### src/rtl/perf_pkg.sv
// Shared types and constants for the performance counter bank.
package perf_pkg;

  // Width of the shadow-register read index.
  localparam int RD_IDX_W = 5;

  typedef enum logic [1:0] {
    IDLE   = 2'd0,
    RUN    = 2'd1,
    FROZEN = 2'd2
  } perf_state_t;

endpackage : perf_pkg

### src/rtl/perf_counter.sv
// Single event counter: increment, synchronous clear, wrap or saturate,
// with a one-cycle overflow pulse when an increment hits the all-ones value.
module perf_counter #(
  parameter int WIDTH    = 32,
  parameter int SATURATE = 0
) (
  input  logic             clk,
  input  logic             rst_n,
  input  logic             i_inc,
  input  logic             i_clear,
  output logic [WIDTH-1:0] o_count,
  output logic             o_ovf
);

  logic [WIDTH-1:0] count_d, count_q;

  // Next count: clear beats increment; at all-ones an increment wraps or holds.
  always_comb begin
    // NOTE: every signal gets a default first so no path leaves it unassigned (no latch).
    count_d = count_q;
    o_ovf   = 1'b0;
    if (i_clear) begin
      count_d = '0;
    end else if (i_inc) begin
      if (&count_q) begin
        o_ovf   = 1'b1;
        count_d = (SATURATE != 0) ? count_q : '0;
      end else begin
        count_d = count_q + 1'b1;
      end
    end
  end

  // Count register.
  always_ff @(posedge clk or negedge rst_n) begin
    // NOTE: state is updated with <= so every flop samples pre-edge values.
    if (!rst_n) count_q <= '0;
    else        count_q <= count_d;
  end

  assign o_count = count_q;

endmodule : perf_counter

### src/rtl/perf_counter_bank.sv
// Bank of NUM_CNT event counters with a run/idle/frozen controller,
// sticky overflow flags, a snapshot shadow array and a 1-cycle read port.
module perf_counter_bank
  import perf_pkg::*;
#(
  parameter int NUM_CNT       = 8,
  parameter int CNT_WIDTH     = 32,
  parameter int SATURATE      = 0,
  parameter int FREEZE_ON_OVF = 0
) (
  input  logic                 clk,
  input  logic                 rst_n,
  input  logic [NUM_CNT-1:0]   i_event,
  input  logic                 i_start,
  input  logic                 i_stop,
  input  logic                 i_clear,
  input  logic                 i_snapshot,
  input  logic                 i_rd_req,
  input  logic [RD_IDX_W-1:0]  i_rd_idx,
  output logic                 o_rd_valid,
  output logic [CNT_WIDTH-1:0] o_rd_data,
  output logic                 o_rd_err,
  output logic [NUM_CNT-1:0]   o_ovf,
  output logic [1:0]           o_state
);

  perf_state_t          state_d, state_q;
  logic                 count_en;
  logic [NUM_CNT-1:0]   ovf_pulse;
  logic [NUM_CNT-1:0]   ovf_d, ovf_q;
  logic [CNT_WIDTH-1:0] live     [NUM_CNT];
  logic [CNT_WIDTH-1:0] shadow_d [NUM_CNT];
  logic [CNT_WIDTH-1:0] shadow_q [NUM_CNT];
  logic [CNT_WIDTH-1:0] rd_sel;
  logic                 rd_in_range;
  logic                 rd_valid_d, rd_valid_q;
  logic                 rd_err_d, rd_err_q;
  logic [CNT_WIDTH-1:0] rd_data_d, rd_data_q;

  // Events only count while running; a start in the same cycle counts from the next.
  assign count_en = (state_q == RUN);

  for (genvar k = 0; k < NUM_CNT; k++) begin : g_cnt
    perf_counter #(
      .WIDTH    (CNT_WIDTH),
      .SATURATE (SATURATE)
    ) u_cnt (
      .clk     (clk),
      .rst_n   (rst_n),
      .i_inc   (count_en & i_event[k]),
      .i_clear (i_clear),
      .o_count (live[k]),
      .o_ovf   (ovf_pulse[k])
    );
  end

  // Controller next state: stop beats start; overflow freezes the bank when enabled.
  always_comb begin
    state_d = state_q;
    case (state_q)
      IDLE:    if (i_start && !i_stop) state_d = RUN;
      RUN: begin
        if (i_stop)                                    state_d = IDLE;
        else if ((FREEZE_ON_OVF != 0) && |ovf_pulse)   state_d = FROZEN;
      end
      FROZEN:  if (i_clear || i_stop) state_d = IDLE;
      default: state_d = IDLE;
    endcase
  end

  // Sticky flags, snapshot capture of pre-update values, and registered read.
  always_comb begin
    ovf_d = i_clear ? '0 : (ovf_q | ovf_pulse);
    for (int k = 0; k < NUM_CNT; k++) begin
      shadow_d[k] = i_snapshot ? live[k] : shadow_q[k];
    end
    rd_sel = '0;
    for (int k = 0; k < NUM_CNT; k++) begin
      if (i_rd_idx == RD_IDX_W'(k)) rd_sel = shadow_q[k];
    end
    rd_in_range = ({1'b0, i_rd_idx} < (RD_IDX_W + 1)'(NUM_CNT));
    rd_valid_d  = i_rd_req;
    rd_err_d    = i_rd_req && !rd_in_range;
    rd_data_d   = (i_rd_req && rd_in_range) ? rd_sel : '0;
  end

  // Controller state register.
  always_ff @(posedge clk or negedge rst_n) begin
    if (!rst_n) state_q <= IDLE;
    else        state_q <= state_d;
  end

  // Flags, shadow array and read-port registers.
  always_ff @(posedge clk or negedge rst_n) begin
    if (!rst_n) begin
      ovf_q      <= '0;
      // NOTE: the shadow array is a register file that must read 0 after reset, so it is reset too.
      for (int k = 0; k < NUM_CNT; k++) shadow_q[k] <= '0;
      rd_valid_q <= 1'b0;
      rd_err_q   <= 1'b0;
      rd_data_q  <= '0;
    end else begin
      ovf_q      <= ovf_d;
      for (int k = 0; k < NUM_CNT; k++) shadow_q[k] <= shadow_d[k];
      rd_valid_q <= rd_valid_d;
      rd_err_q   <= rd_err_d;
      rd_data_q  <= rd_data_d;
    end
  end

  assign o_state    = state_q;
  assign o_ovf      = ovf_q;
  assign o_rd_valid = rd_valid_q;
  assign o_rd_err   = rd_err_q;
  assign o_rd_data  = rd_data_q;

endmodule : perf_counter_bank
### config.mk
export PLATFORM = sky130hd
export DESIGN_NAME = perf_counter_bank
export DESIGN_NICKNAME = d
export VERILOG_FILES = /design/src/rtl/perf_pkg.sv /design/src/rtl/perf_counter.sv /design/src/rtl/perf_counter_bank.sv
export SDC_FILE = /design/constraint.sdc
export NUM_CORES = 1
export LEC_CHECK = 0
export CELL_PAD_IN_SITES_DETAIL_PLACEMENT = 1
export CELL_PAD_IN_SITES_GLOBAL_PLACEMENT = 2
export CORE_MARGIN = 3
export CORE_UTILIZATION = 45
export CTS_CLUSTER_DIAMETER = 80
export DETAILED_ROUTE_END_ITERATION = 16
export HOLD_SLACK_MARGIN = 0.02
export MAX_ROUTING_LAYER = met4
export PLACE_DENSITY = 0.92
export SYNTH_ARGS = -nofsm -noshare
export SYNTH_HDL_FRONTEND = slang
export SYNTH_SLANG_ARGS = --single-unit
### constraint.sdc
create_clock -name clk -period 3.95 [get_ports clk]
set_clock_uncertainty 0.1 [all_clocks]
set_input_delay 0.79 -clock clk [delete_from_list [all_inputs] [get_ports clk]]
set_output_delay 0.79 -clock clk [all_outputs]
set_load 0.03 [all_outputs]
==> impl_metrics.toml, run 1 <==
[status]
run_status = "completed"

[clocking]
clk_pin_slew_worst_paths_ns = 0.06
clk_latency_ns = 0.65
post_cts.repair.setup_buffers = 0
clock_tree.htree_level_count = 2
cts-root-to-sink-buffers = 3
post_cts_resize_count = 0
total_clock_sinks = 555
cts_tree = "done"
numCtsBuffers = 60
ctsRootBufferMaster = "sky130_fd_sc_hd__clkbuf_16"

[global_route]
pin_count_of_the_biggest_net_entering_global_routing = 108
first_global_vias = 21300
global_route.usage.total = 0.295
globalRoute.totalOverflow = 0
grt_first_pass_wirelength_mm = 133
antenna_found_initial = 4

[timing]
accumulated_negative_setup_slack_ns = 0
timing.final.crit_period_ns = 3.34
final.setup.worst_slack_ns = 0.609
final.hold.worst_slack_ns = 0.391
final_hold_viol_count = 0
period_utilization = 0.846
slew_violations = 0
timing_worst_slew_pin_value_ns = 1.11
grt_setup_unrepaired = "false"
max-slew-margin-rel = 0.257
clock.fmax_mhz = 299
finalSetupViolations = 0

[placed_design]
post-place-ws_ns = 0.570
place_congestion = 1.00
dp_cells = 3172
io_buffers = 62
dp_hpwl_mm = 62.0

[logic_synthesis]
synth.top_cells.by_area = "sky130_fd_sc_hd__dfrtp_1 (53%), sky130_fd_sc_hd__mux2_2 (11%), sky130_fd_sc_hd__nor2_1 (3.7%)"
synth_most_common_cell = "sky130_fd_sc_hd__dfrtp_1"
netlist_area_um2 = 26000
synthesis.yosys.warnings = 0
avgSynthCellArea_um2 = 10.8
part_of_the_yosys_area_used_for_sequential_elements = 0.533
yosys_top_cell_by_area = "sky130_fd_sc_hd__dfrtp_1"
synth_ff_type = "sky130_fd_sc_hd__dfrtp_1"
synthArstFlopShare = 1.00
synth_nets = 2440
post_synth_top_cells = "sky130_fd_sc_hd__dfrtp_1 (555), sky130_fd_sc_hd__mux2_2 (265), sky130_fd_sc_hd__nor2_1 (259)"
synth_cells = 2412
synth_top_area_frac = 0.533
count_of_flip_flops_with_a_built_in_enable_after_synthesis = 0
synth-seq-cells = 555
synthDistinctLibCells = 73

[cells_and_area]
layout.nets = 2507
syn2layout_area_growth_pct = 13.7
drive_above_1_share = 0.177
filler_free_cell_count_of_the_finished_design = 3277

[routing]
drt-total-wl_mm = 86.1
drt_drc_violations_left = 0
drt_iter0_markers = 1627
detail_route.first_pass.iterations = 8
routed-via-count = 20100
drt-wirelength-per-cell_um = 26.3
avgViaCountPerCell = 6.14
antenna_nets_post_route = 0

[die]
die_width_um = 247
boundaryPins = 64
coreArea_um2 = 56800
design.die.area_um2 = 60800
floorplan.die.height_um = 247
starting_density_of_the_core = 0.458
fp-row-count = 87

[setup_path]
r2r.worst_path.cells = 7
timing.critical_path.arrival_ns = 2.45
ff2ff_setup_slack_ns = 1.00
worst-endpoint-required_ns = 3.06
worst_r2r_startpoint = "o_state[0]"
r2r_end = "g_cnt[4].u_cnt.o_count[24]"
timing.critical_path.from_type = "register"
worstSetupEndpointType = "output port"
worstPathMaxFanout = 17
worst_setup_path_endpoint = "o_state[0]"
timing.setup.critical_path_class = "reg -> out"
crit_path_start = "o_state[0]"

[power]
power.density_nw_per_um2 = 404
ir_drop_v = 0.000357
leakagePower_nw = 13.2

[min_path]
worst_hold_class = "reg -> reg"

[job]
max_cap_viol_count = 0
flip-flops by register name, summed over array words and instances (netlist names):
signal and cells:
g_cnt.u_cnt.o_count 256, shadow_q 256, o_rd_data 32, o_ovf 8
o_rd_err 1, o_rd_valid 1, o_state 1
logic make-up after synthesis:
| logic type | Yosys count | share of synthesized area |
|---|---|---|
| flip-flops | 555 | 0.533 |
| XOR/XNOR | 157 | 0.0528 |
| AND/OR/NAND/NOR | 858 | 0.167 |
| multiplexers | 267 | 0.115 |
| other | 1 | 0.000144 |
| AO/OA/AOI/OAI | 418 | 0.105 |
| buffers and inverters | 148 | 0.0229 |
| adder cells (fa/ha/maj) | 8 | 0.00384 |
placed cells by master (no fill, tap or decap), types with 26 or more instances in the layout:
cell type / synthesis / final
sky130_fd_sc_hd__nor3_1: 39 / 39
sky130_fd_sc_hd__clkdlybuf4s50_1: 0 / 59
sky130_fd_sc_hd__o31ai_1: 41 / 41
sky130_fd_sc_hd__a21oi_1: 110 / 110
sky130_fd_sc_hd__mux2_2: 265 / 265
sky130_fd_sc_hd__o21ai_0: 71 / 71
sky130_fd_sc_hd__a31oi_1: 28 / 28
sky130_fd_sc_hd__nor2_1: 259 / 259
sky130_fd_sc_hd__xor2_1: 100 / 100
sky130_fd_sc_hd__inv_1: 34 / 34
sky130_fd_sc_hd__xnor2_1: 57 / 57
sky130_fd_sc_hd__or3_1: 28 / 28
sky130_fd_sc_hd__clkbuf_16: 0 / 60
sky130_fd_sc_hd__a22oi_1: 39 / 39
sky130_fd_sc_hd__nand4_1: 74 / 74
sky130_fd_sc_hd__nand3_1: 122 / 122
sky130_fd_sc_hd__nor4_1: 26 / 26
sky130_fd_sc_hd__dfrtp_1: 555 / 555
sky130_fd_sc_hd__o22ai_1: 27 / 27
sky130_fd_sc_hd__nand2_1: 152 / 152
sky130_fd_sc_hd__buf_4: 4 / 51
sky130_fd_sc_hd__and3_1: 56 / 56
power by group:
part	switching [W]	total (W)	internal, W
Combinational	0.000427	0.000606	0.000180
Clock	0.00238	0.00556	0.00318
Sequential	0.0000702	0.00580	0.00573
Total	0.00288	0.0120	0.00909
cell type report:
| type | count | area, µm² |
|---|---|---|
| antenna | 4 | 10.0 |
| clock buffer | 89 | 1790 |
| clock inverter | 11 | 146 |
| fill | 6135 | 27200 |
| inverter | 34 | 128 |
| multi-input combinational | 1709 | 11600 |
| sequential | 555 | 13900 |
| tap | 756 | 946 |
| timing repair buffer | 119 | 1130 |
critical path, stage by stage, from the launching register on:
cell                              delay, ns
sky130_fd_sc_hd__dfrtp_1               0.68
sky130_fd_sc_hd__buf_4                 0.39
sky130_fd_sc_hd__clkdlybuf4s50_1       0.73
repair_timing:
| action | in CTS | in global routing |
|---|---|---|
| hold buffers | 1 | 0 |
| endpoints found under the setup margin | 0 | 0 |
| endpoints found under the hold margin | 37 | 0 |
metrics by stage:
stage	power [W]	cell area [µm²]	util
global placement	0.00649	27700	0.487
CTS	0.0121	29600	0.521
global route	0.0124	29600	0.521
finish	0.0120	29600	0.521
detailed placement	0.00651	27700	0.487
floorplan	0.00617	26100	-
how the worst min path moves through the flow:
stage	start	depth (start not counted)	endpoint	slack, ns
floorplan	g_cnt[0].u_cnt.o_count[29]	1	g_cnt[0].u_cnt.o_count[29]	0.36
CTS	o_ovf[0]	1	o_ovf[0]	0.40
global route	o_ovf[0]	1	o_ovf[0]	0.42
finish	o_ovf[0]	1	o_ovf[0]	0.39
detailed placement	o_ovf[0]	1	o_ovf[0]	0.39
global placement	o_ovf[0]	1	o_ovf[0]	0.38
per-layer routing:
layer | share of wire | global-route usage
met5 | 0 | -
met1 | 0.42 | 0.376
met3 | 0.052 | 0.0463
met4 | 0.040 | 0.102
met2 | 0.49 | 0.480
Note: power is estimated with default switching activity, not from simulation.
==> run 2, diff against run 1 <==
--- a/config.mk
+++ b/config.mk
@@ -8,12 +8,12 @@
 export CELL_PAD_IN_SITES_DETAIL_PLACEMENT = 1
 export CELL_PAD_IN_SITES_GLOBAL_PLACEMENT = 2
 export CORE_MARGIN = 3
-export CORE_UTILIZATION = 45
+export CORE_UTILIZATION = 42
 export CTS_CLUSTER_DIAMETER = 80
 export DETAILED_ROUTE_END_ITERATION = 16
 export HOLD_SLACK_MARGIN = 0.02
 export MAX_ROUTING_LAYER = met4
-export PLACE_DENSITY = 0.92
+export PLACE_DENSITY = 0.87
 export SYNTH_ARGS = -nofsm -noshare
 export SYNTH_HDL_FRONTEND = slang
 export SYNTH_SLANG_ARGS = --single-unit
==> constraint.sdc (replaced) <==
create_clock -name clk -period 3.2 [get_ports clk]
set_clock_uncertainty 0.1 [all_clocks]
set_input_delay 0.64 -clock clk [delete_from_list [all_inputs] [get_ports clk]]
set_output_delay 0.64 -clock clk [all_outputs]
set_load 0.03 [all_outputs]
==> impl_metrics.toml, run 2 (synthesis results as in run 1) <==
[status]
run_status = "completed"

[clocking]
total_clock_sinks = 555
cts-root-to-sink-buffers = 3
post_cts.repair.setup_buffers = 0
number_of_hold_repair_buffers_added_at_the_cts_stage = 1
numCtsBuffers = 60
clk_latency_ns = 0.67
clk_pin_slew_worst_paths_ns = 0.06
cts_tree = "done"
clock_tree.htree_level_count = 2
ctsRootBufferMaster = "sky130_fd_sc_hd__clkbuf_16"
post_cts_resize_count = 0

[cells_and_area]
most-common-layout-cells = "sky130_fd_sc_hd__dfrtp_1 (555), sky130_fd_sc_hd__mux2_2 (265), sky130_fd_sc_hd__nor2_1 (259)"
drive_above_1_share = 0.197
layout.nets = 2558
syn2layout_area_growth_pct = 16.9
utilization = 0.501
mostFrequentLayoutCell = "sky130_fd_sc_hd__dfrtp_1"

[setup_path]
timing.critical_path.arrival_ns = 3.34
timing.critical_path.max_delay_family = "simple AND/OR/NAND/NOR gates"
worstPathMaxFanout = 16
timing.critical_path.from_type = "register"
worst-path-buf-inv = 0
worst-endpoint-required_ns = 3.58
crit_top_cell = "sky130_fd_sc_hd__nor2_1"
crit_path_largest_cell_delay_ns = 0.96
worstSetupEndpointType = "register"
timing.setup.critical_path_class = "reg -> reg"
cpMaxStageDelayCell = "sky130_fd_sc_hd__nor2_1"
cp_cell_sequence = "and3_1, nand3_1, nor3_2, a21oi_4, nor2_1, nor2_1"

[power]
leakagePower_nw = 13.6
power.density_nw_per_um2 = 523
ir_drop_v = 0.000480

[routing]
drt-wirelength-per-cell_um = 26.8
detail_route.first_pass.iterations = 6
drt-total-wl_mm = 90.1
drt_drc_violations_left = 0
antenna_nets_post_route = 0
drt_iter0_markers = 1737
routed-via-count = 20500
avgViaCountPerCell = 6.10

[global_route]
first_global_vias = 21200
antenna_found_initial = 5
global_route.usage.total = 0.288
pin_count_of_the_biggest_net_entering_global_routing = 96
grt_first_pass_wirelength_mm = 137
globalRoute.totalOverflow = 0

[timing]
accumulated_negative_setup_slack_ns = 0
timing_worst_slew_pin_value_ns = 1.21
max-slew-margin-rel = 0.189
grt_setup_unrepaired = "false"
final_hold_viol_count = 0
clock.fmax_mhz = 338
timing.final.crit_period_ns = 2.96
final.hold.worst_slack_ns = 0.402
period_utilization = 0.926
finalSetupViolations = 0
slew_violations = 0

[placed_design]
dp_hpwl_mm = 65.8
place_congestion = 0.981
io_buffers = 62

[die]
boundaryPins = 64
die_width_um = 255
floorplan.die.height_um = 255
coreArea_um2 = 60800
starting_density_of_the_core = 0.428
fp-row-count = 90
design.die.area_um2 = 65000

[min_path]
worst_hold_class = "reg -> reg"

[job]
max_cap_viol_count = 0
## run 2: tightest hold or removal path: stages (launching register included)
cell and delay [ns]:
sky130_fd_sc_hd__dfrtp_1 0.34, sky130_fd_sc_hd__nor2_1 0.05, sky130_fd_sc_hd__nor2_1 0.07
## run 2: report_power, final
group,leakage [nW],switching [W],internal [W]
Combinational,4.75,0.000542,0.000249
Clock,1.11,0.00307,0.00493
Sequential,7.73,0.0000772,0.00707
## run 2: worst paths after layout
kind                            slack, ns                       from  depth (start not counted)                          to
worst min register to register       0.40                   o_ovf[1]                          2                    o_ovf[1]
worst max-delay path                 0.24  g_cnt[7].u_cnt.o_count[6]                          6   g_cnt[7].u_cnt.o_count[6]
worst min-delay path                 0.40                   o_ovf[1]                          2                    o_ovf[1]
worst max register to register       0.24  g_cnt[7].u_cnt.o_count[6]                          6   g_cnt[7].u_cnt.o_count[6]
max in group asynchronous            1.53                      rst_n                          4               shadow_q[191]
min in group asynchronous            0.41                      rst_n                          2  g_cnt[3].u_cnt.o_count[10]
## run 2: per-stage QoR
stage	worst slack [ns]	power [W]	cells	instance area, µm²
3_3_place_gp	0.0719	0.00804	3249	28200
3_5_place_dp	0.000193	0.00806	3249	28200
2_1_floorplan	0.888	0.00762	2412	26100
4_1_cts	0.269	0.0160	3359	30500
5_1_grt	0.00853	0.0164	3363	30500
6_report	0.238	0.0159	3363	30500
## run 2: area by class of cell
cell class / instances / area (µm²)
diodes: 4 / 10.0
clock buffers: 76 / 1640
clock inverters: 33 / 637
fillers: 6508 / 30300
inverters: 34 / 128
multi-input cells: 1709 / 11600
flip-flops and latches: 555 / 13900
well taps: 782 / 978
repair buffers: 170 / 1620
## run 2: metal layers
| layer | vias up | global-route usage | wire length [µm] |
|---|---|---|---|
| met2 | 618 | 0.457 | 43100 |
| li1 | 9007 | - | - |
| met4 | 0 | 0.0917 | 2730 |
| met3 | 122 | 0.0387 | 4740 |
| met1 | 10800 | 0.386 | 39500 |
| met5 | - | - | 0 |
==> run 3, diff against run 2 <==
--- a/config.mk
+++ b/config.mk
@@ -14,6 +14,7 @@
 export HOLD_SLACK_MARGIN = 0.02
 export MAX_ROUTING_LAYER = met4
 export PLACE_DENSITY = 0.87
+export SKIP_CTS_REPAIR_TIMING = 1
 export SYNTH_ARGS = -nofsm -noshare
 export SYNTH_HDL_FRONTEND = slang
 export SYNTH_SLANG_ARGS = --single-unit
==> results of run 3 <==
No change in the layout: final DEF, timing and power equal those of run 2.
